## src/rtl/sa_tile_sched.sv

```systemverilog
// Tile feed scheduler for a ROWS x COLS output-stationary systolic array.
// Generates skewed A/B valid lanes, k indices and clr_acc, then drains and reports completion.
module sa_tile_sched #(
    parameter int ROWS      = 4,
    parameter int COLS      = 4,
    parameter int K_MAX     = 256,
    parameter int DRAIN_LAT = 2,
    localparam int KW       = $clog2(K_MAX + 1),
    localparam int SKEW     = (ROWS > COLS) ? ROWS : COLS,
    localparam int TW       = $clog2(K_MAX + SKEW + DRAIN_LAT + ROWS)
) (
    input  logic               clk,
    input  logic               rst_n,
    input  logic               start,
    input  logic               abort,
    input  logic [KW-1:0]      k_len,
    input  logic               edge_ready,
    output logic [ROWS-1:0]    a_valid,
    output logic [ROWS*KW-1:0] a_kidx,
    output logic [COLS-1:0]    b_valid,
    output logic [COLS*KW-1:0] b_kidx,
    output logic [COLS-1:0]    clr_acc,
    output logic               busy,
    output logic               done,
    output logic [15:0]        tiles_done
);

    typedef enum logic [1:0] {IDLE, FEED, DRAIN, DONE} state_t;

    localparam logic [TW-1:0] DRAIN_LAST = TW'(DRAIN_LAT + ROWS - 2);

    state_t          state;
    logic [TW-1:0]   t;
    logic [KW-1:0]   k_lat;
    logic            feed_last;

    // Last feed cycle: the final lane of the widest skew consumes index k_len-1.
    assign feed_last = (t == TW'(k_lat) + TW'(SKEW - 2));

    // NOTE: sequential state uses non-blocking assignments so every register
    // samples pre-edge values; blocking here would create order-dependent races.
    always_ff @(posedge clk or negedge rst_n) begin
        if (!rst_n) begin
            state      <= IDLE;
            t          <= '0;
            k_lat      <= '0;
            tiles_done <= '0;
        end else if (abort) begin
            state <= IDLE;
            t     <= '0;
        end else begin
            case (state)
                IDLE: begin
                    if (start) begin
                        k_lat <= k_len;
                        t     <= '0;
                        if (k_len == '0) begin
                            state      <= DONE;
                            tiles_done <= tiles_done + 16'd1;
                        end else begin
                            state <= FEED;
                        end
                    end
                end
                FEED: begin
                    if (edge_ready) begin
                        if (feed_last) begin
                            state <= DRAIN;
                            t     <= '0;
                        end else begin
                            t <= t + TW'(1);
                        end
                    end
                end
                DRAIN: begin
                    if (t == DRAIN_LAST) begin
                        state      <= DONE;
                        t          <= '0;
                        tiles_done <= tiles_done + 16'd1;
                    end else begin
                        t <= t + TW'(1);
                    end
                end
                DONE: state <= IDLE;
                default: state <= IDLE;
            endcase
        end
    end

    logic          feeding;
    logic [TW:0]   t_ext;
    logic [TW:0]   k_ext;

    assign feeding = (state == FEED) && edge_ready;
    assign t_ext   = {1'b0, t};
    assign k_ext   = (TW+1)'(k_lat);
    assign busy    = (state != IDLE);
    assign done    = (state == DONE);

    // NOTE: every output of this always_comb is defaulted first so no path
    // leaves a bit unassigned, which would otherwise infer a latch.
    always_comb begin
        a_valid = '0;
        a_kidx  = '0;
        b_valid = '0;
        b_kidx  = '0;
        clr_acc = '0;
        for (int r = 0; r < ROWS; r++) begin
            if (feeding && (t_ext >= (TW+1)'(r)) && (t_ext < (TW+1)'(r) + k_ext)) begin
                a_valid[r]          = 1'b1;
                a_kidx[r*KW +: KW]  = KW'(t - TW'(r));
            end
        end
        for (int c = 0; c < COLS; c++) begin
            if (feeding && (t_ext >= (TW+1)'(c)) && (t_ext < (TW+1)'(c) + k_ext)) begin
                b_valid[c]          = 1'b1;
                b_kidx[c*KW +: KW]  = KW'(t - TW'(c));
                clr_acc[c]          = (t == TW'(c));
            end
        end
    end

endmodule

```

## config.mk

```make
export PLATFORM = sky130hd
export DESIGN_NAME = sa_tile_sched
export DESIGN_NICKNAME = d
export VERILOG_FILES = /design/src/rtl/sa_tile_sched.sv
export SDC_FILE = /design/constraint.sdc
export NUM_CORES = 1
export LEC_CHECK = 0
export ABC_AREA = 1
export ABC_CLOCK_PERIOD_IN_PS = 3000
export CORE_ASPECT_RATIO = 1.2
export CORE_UTILIZATION = 50
export DETAILED_ROUTE_END_ITERATION = 16
export PLACE_DENSITY = 0.8
export SYNTH_ARGS = -nofsm -noshare
export SYNTH_HDL_FRONTEND = slang
export SYNTH_SLANG_ARGS = --single-unit
export TNS_END_PERCENT = 100
```

## constraint.sdc

```tcl
create_clock -name clk -period 3 [get_ports clk]
set_input_delay 0.45 -clock clk [delete_from_list [all_inputs] [get_ports clk]]
set_output_delay 0.45 -clock clk [all_outputs]
set_load 0.02 [all_outputs]
```

==> results of run 1 <==
==> sequential cells by signal, indices dropped and copies added, names as in the netlist <==
signal,count
state,2
k_lat,9
t,9
tiles_done,16
==> kinds of logic (layout without fill, tap and decap cells) <==
kind of cell	count (synthesis)	in the layout	share of synthesized area, %
simple gates	312	313	31.1
buf+inv	130	251	16.0
compound gates	58	58	6.91
fa+ha+maj	54	54	15.5
xor+xnor	48	48	9.67
flops	36	36	20.7
==> power groups by stage <==
stage               clock (mW)  combinational [mW]  sequential, mW
detailed placement           0                2.58           0.790
global route             0.462                3.23           0.810
floorplan                    0                1.53           0.882
CTS                      0.443                2.64           0.784
global placement             0                2.50           0.781
finish                   0.432                2.94           0.792
==> worst paths after layout <==
kind	start	end	slack [ns]	cells past startpoint
min in group asynchronous	rst_n	tiles_done[3]	0.57	2
min reg2reg	k_lat[7]	k_lat[7]	0.52	2
min	k_lat[7]	k_lat[7]	0.52	2
max reg2reg	k_lat[1]	t[2]	0.58	13
max	k_lat[1]	b_kidx[20]	-0.13	13
max in group asynchronous	rst_n	k_lat[1]	2.08	2
==> synthesized netlist by cell type (all sizes together) <==
master    n  area (µm²)
o21a      2        15.0
clkinv    3        11.3
or2       2        12.5
o21ai    30         150
and2      1        6.26
nand3b    7        52.6
a21oi    24         120
buf      54         412
xor2     39         342
xnor2     9        78.8
o21bai    2        15.0
nand3    30         150
inv      70         263
ha       54         676
nor3     16        80.1
nand2   150         576
dfrtp    36         901
clkbuf    3        11.3
nor2     97         419
nand4     9        56.3
==> stage by stage <==
step	hold slack, ns	setup TNS (ns)
finish	0.524	-2.96
detailed placement	0.505	-13.41
CTS	0.524	-1.41
global route	0.547	-12.17
floorplan	0.154	-0.534
global placement	0.500	-9.35
==> layout make-up <==
type                    instances  area [µm²]
well taps                     114         143
repair buffers                170        1580
clock buffers                   5        68.8
inverters                      73         277
clock inverters                 3        42.5
fillers                       660        2180
flip-flops and latches         36         902
multi-input cells             473        3090
==> routing by layer <==
| layer | share of wire (%) | vias to the layer above | GRT usage [%] |
|---|---|---|---|
| li1 | - | 2208 | - |
| met1 | 39 | 2140 | 31.7 |
| met2 | 53 | 165 | 51.1 |
| met3 | 4.4 | 34 | 2.14 |
| met4 | 3.2 | 0 | 9.48 |
| met5 | 0 | - | 0 |
==> critical path, cell delays in order, from the launching register on <==
cell     delay [ns]
dfrtp_2        0.43
ha_2           0.23
inv_2          0.07
nor2_2         0.15
xor2_1         0.21
ha_1           0.27
nand2_1        0.10
inv_1          0.05
nand2_1        0.06
nand2_1        0.08
a21oi_4        0.21
nor2_4         0.11
nor3_4         0.24
buf_6          0.16
==> what timing repair did <==
action                     4_1_cts  5_1_grt
hold buffers                     0        0
pin swaps                        4       25
gates cloned                     1        2
resized for setup              357      124
setup endpoints to repair       84       64
setup buffers                    1        4
==> impl_metrics.py, run 1 <==
metrics = {
    "clock_tree": {
        "clock_latency_ns": 0.29,
        "cts_buffer_depth": 2,
        "cts_buffers": 5,
        "cts_tree": "yes",
        "root_buffer": "clkbuf_8",
        "h-tree-depth": 2,
        "path_clk_slew_ns": 0.08,
        "clock_sinks": 36,
    },
    "drt": {
        "viasPerCell": 5.20,
        "avgRoutedWirePerCell_um": 15.0,
        "wl_um": 13100,
        "drt_iter0_drc": 158,
        "antenna_left": 0,
        "vias": 4547,
        "drc": 0,
        "firstDrtPassIters": 7,
    },
    "worst_setup_path": {
        "cp_data_required_time_ns": 2.55,
        "arrival_ns": 2.68,
        "worstSetupPathType": "reg2out",
        "critPathCaptureType": "primary output",
        "critPathMaxFanout": 5,
        "worstSetupStartpointType": "flip-flop",
    },
    "yosys": {
        "ys_seq_elements": 36,
        "ys_seq_area_share_pct": 20.7,
        "post_synth.cell_area_avg_um2": 6.81,
        "syn-cell-area_mm2": 0.00435,
        "synth_nets": 706,
        "ys_types": 27,
        "ys_warn_count": 0,
        "synthCells": 638,
    },
    "status": {
        "outcome": "finished, violations left",
        "violations": "negative setup slack",
    },
    "timing": {
        "relSlewSlack_pct": 59.8,
        "rsz0062_at_grt": "yes",
        "tightest_slew_ns": 0.601,
        "period_share_pct": 104,
        "period_needed_ns": 3.13,
        "finClkSkew_ns": 0.00445,
        "setup_viol": 57,
        "timing.final.ws_setup_ns": -0.131,
        "fmax_ghz": 0.319,
        "hold_viol": 0,
        "drv_slew": 0,
    },
    "power": {
        "max-vdd-ir-drop_uv": 583,
        "power_frac_comb_pct": 70.6,
        "swShare_pct": 48.9,
        "p_total_mw": 4.17,
        "p_leak_nw": 3.22,
        "p_clk_share_pct": 10.4,
        "power_density_mw_per_mm2": 683,
        "internal-power_mw": 2.13,
        "p_switching_mw": 2.04,
        "p_seq_share_pct": 19.0,
    },
    "placed_design": {
        "portBuffers": 115,
        "globalplace.congestion": 0.974,
        "place_area_mm2": 0.00559,
        "dpl_worst_slack_ns": -0.280,
        "hpwlAfterDp_um": 9840,
        "post-place-cells": 858,
    },
    "global_routing": {
        "grt_pass1_wl_um": 19800,
        "grt_pass1_vias": 4358,
        "antenna_found_initial": 0,
        "grt_max_degree": 37,
        "gr-usage-all-layers_pct": 27.3,
        "grt_remaining_overflow": 0,
    },
    "finish": {
        "final_cell_mix": "nand2_1, buf_4, inv_1, nor2_1, ha_1",
        "final_common_cell": "nand2_1",
        "diodes": 0,
        "postLayoutCoreUtil_pct": 73.6,
        "stdcell_count": 874,
        "drive_gt1_share_pct": 25.7,
        "areaGrowthSynthToFinish_pct": 40.4,
        "postLayoutCellArea_mm2": 0.00610,
        "layout.nets": 827,
    },
    "die": {
        "die_y_um": 104,
        "die_w_um": 87.1,
        "coreArea_mm2": 0.00829,
        "dieArea_mm2": 0.00907,
        "num_io_pins": 116,
        "start_util_pct": 52.4,
        "placement_rows": 36,
    },
    "min_path": {
        "hp-class": "reg2reg",
    },
    "flow_run": {
        "cap_viol_max_count": 0,
    },
}
Note: power is estimated with default switching activity, not from simulation.
==> run 2: changes to the inputs <==
- CTS_CLUSTER_SIZE: default -> 24
- GPL_ROUTABILITY_DRIVEN: default -> 0
- HOLD_SLACK_MARGIN: default -> 0.15
==> run 2 against run 1 <==
  * Via count grew 1.4%
  * Final cell count shrank 0.57%
  * Non-clock buffer count shrank 5
  * Highest routed layer unchanged
  * Sequential cell count is the same
  * Clock skew fell by 0.00094 ns
  * Clock-buffer cell count is 1 higher
  * Worst setup slack lost 0.11 ns
  * The flow still finishes with violations (negative setup slack)
  * Wire length up 0.19%
==> impl_metrics.py, run 2 (synthesis results as in run 1) <==
metrics = {
    "drt": {
        "vias": 4612,
        "antenna_left": 0,
        "viasPerCell": 5.31,
        "firstDrtPassIters": 5,
        "wl_um": 13100,
        "drc": 0,
        "avgRoutedWirePerCell_um": 15.1,
        "drt_iter0_drc": 251,
    },
    "clock_tree": {
        "cts_tree": "yes",
        "cts_buffer_depth": 2,
        "clock_latency_ns": 0.28,
        "path_clk_slew_ns": 0.07,
        "h-tree-depth": 2,
        "clock_sinks": 36,
        "root_buffer": "clkbuf_8",
        "hold_buffers": 0,
        "cts_buffers": 5,
    },
    "finish": {
        "final_common_cell": "nand2_1",
        "drive_gt1_share_pct": 26.4,
        "postLayoutCoreUtil_pct": 74.0,
        "final_cell_mix": "nand2_1, inv_1, nor2_1, buf_4, ha_1",
        "nFillCells": 619,
        "layout.nets": 822,
        "postLayoutCellArea_mm2": 0.00613,
        "stdcell_count": 869,
        "areaGrowthSynthToFinish_pct": 41.1,
        "diodes": 0,
        "largest-register": "tiles_done",
        "reg_top3": "tiles_done: 16 flops, k_lat: 9 flops, t: 9 flops",
        "largest_reg_flops": 16,
    },
    "power": {
        "p_total_mw": 4.17,
        "internal-power_mw": 2.14,
        "swShare_pct": 48.8,
        "power_density_mw_per_mm2": 679,
        "max-vdd-ir-drop_uv": 553,
        "p_leak_nw": 3.27,
        "p_seq_share_pct": 19.7,
        "power_frac_comb_pct": 70.3,
        "p_clk_share_pct": 10.0,
        "p_switching_mw": 2.03,
    },
    "worst_setup_path": {
        "critPathMaxFanout": 5,
        "critPathCaptureType": "primary output",
        "cpPeakStageDelay_ns": 0.48,
        "critPathSlowestCell": "dfrtp_2",
        "crit_family": "simple AND/OR/NAND/NOR gates",
        "worstSetupPathType": "reg2out",
        "cp_data_required_time_ns": 2.55,
        "worstSetupStartpointType": "flip-flop",
        "path_buf_inv": 3,
        "cp_common_cell": "nand2_1",
        "path_cells": "buf_6, ha_4, nand2_2, nand2_1, nand2_1, xor2_1, ha_1, a21oi_1, nand2_1, nand2_2, nand2_4, buf_12, nor2_4, buf_6",
        "r2r-end": "t[1]",
        "r2r_cells": 14,
        "ff2ff_setup_slack_ns": 0.52,
        "r2r-start": "k_lat[1]",
        "arrival_ns": 2.79,
        "crit_cells": 14,
    },
    "timing": {
        "period_needed_ns": 3.24,
        "rsz0062_at_grt": "yes",
        "setup_viol": 59,
        "hold_viol": 0,
        "finClkSkew_ns": 0.00352,
        "timing.final.ws_setup_ns": -0.239,
        "relSlewSlack_pct": 61.0,
        "tightest_slew_ns": 0.583,
        "period_share_pct": 108,
        "drv_slew": 0,
        "setup_tns_ns": -6.63,
        "fmax_ghz": 0.309,
    },
    "die": {
        "start_util_pct": 52.4,
        "coreArea_mm2": 0.00829,
        "num_io_pins": 116,
        "dieArea_mm2": 0.00907,
        "placement_rows": 36,
        "die_y_um": 104,
        "die_w_um": 87.1,
    },
    "placed_design": {
        "portBuffers": 115,
        "post-place-cells": 849,
        "place_area_mm2": 0.00552,
        "hpwlAfterDp_um": 9490,
    },
    "status": {
        "outcome": "finished, violations left",
        "violations": "negative setup slack",
    },
    "global_routing": {
        "grt_pass1_vias": 4470,
        "antenna_found_initial": 0,
        "gr-usage-all-layers_pct": 27.7,
        "grt_max_degree": 37,
        "grt_remaining_overflow": 0,
        "grt_pass1_wl_um": 20300,
    },
    "min_path": {
        "min_to": "tiles_done[1]",
        "hp-class": "reg2reg",
        "holdPathStages": 2,
        "hold_start": "tiles_done[1]",
    },
    "flow_run": {
        "cap_viol_max_count": 0,
    },
}
-- run 2: cell count changes in the layout (fill, tap and decap cells not counted), moves of 3 or more --
cell and change:
nor2_2 +3, dlymetal6s2s_1 +5, nand2_1 -4, o21ai_0 +3
nand2_2 +5, buf_4 -9, o21ai_1 -3, dlygate4sd2_1 -5
-- run 2: cell type report --
| type | count | area (µm²) | share of cell area, % |
|---|---|---|---|
| repair buffers | 165 | 1590 | 25.8 |
| inverters | 73 | 279 | 4.55 |
| well taps | 114 | 143 | 2.33 |
| clock inverters | 2 | 35.0 | 0.571 |
| clock buffers | 6 | 72.6 | 1.18 |
| multi-input cells | 473 | 3120 | 50.8 |
| flip-flops and latches | 36 | 905 | 14.7 |
-- run 2: worst max path at each step --
stage / start / end
2_1_floorplan: k_lat[2] / b_kidx[18]
3_3_place_gp: k_lat[1] / b_kidx[20]
3_5_place_dp: k_lat[1] / b_kidx[30]
4_1_cts: k_lat[2] / b_kidx[28]
5_1_grt: k_lat[2] / b_kidx[33]
6_report: k_lat[2] / b_kidx[33]
-- run 2: layer usage --
layer	vias to the layer above	GRT usage (%)	part of all wire [%]
met5	-	0	0
met4	0	9.84	3.3
met3	36	2.54	5.0
met2	203	51.5	53
met1	2158	32.2	38
li1	2215	-	-
-- run 2: tightest hold or removal path, stage by stage, from the launching register on --
cell,delay [ns]
dfrtp_1,0.39
nand2_1,0.07
nand2_1,0.06
-- run 2: what timing repair did --
| item | in CTS | in global routing |
|---|---|---|
| gates resized for setup | 385 | 107 |
| pin swaps | 8 | 37 |
| gates cloned | 1 | 3 |
| endpoints found under the setup margin | 84 | 69 |
| buffers inserted | 4 | 4 |
-- run 2: power by group through the flow --
stage                     clock network, mW  logic [mW]  registers (mW)
after CTS                             0.430        2.62           0.795
after floorplan                           0        1.53           0.882
after global routing                  0.448        3.21           0.842
after global placement                    0        2.41           0.793
final                                 0.418        2.93           0.820
after detailed placement                  0        2.49           0.802
-- run 2: per-stage QoR --
stage,hold WS [ns],setup slack (ns)
2_1_floorplan,0.154,-0.0668
3_3_place_gp,0.512,-0.191
3_5_place_dp,0.529,-0.359
4_1_cts,0.544,-0.0616
5_1_grt,0.574,-0.312
6_report,0.546,-0.239
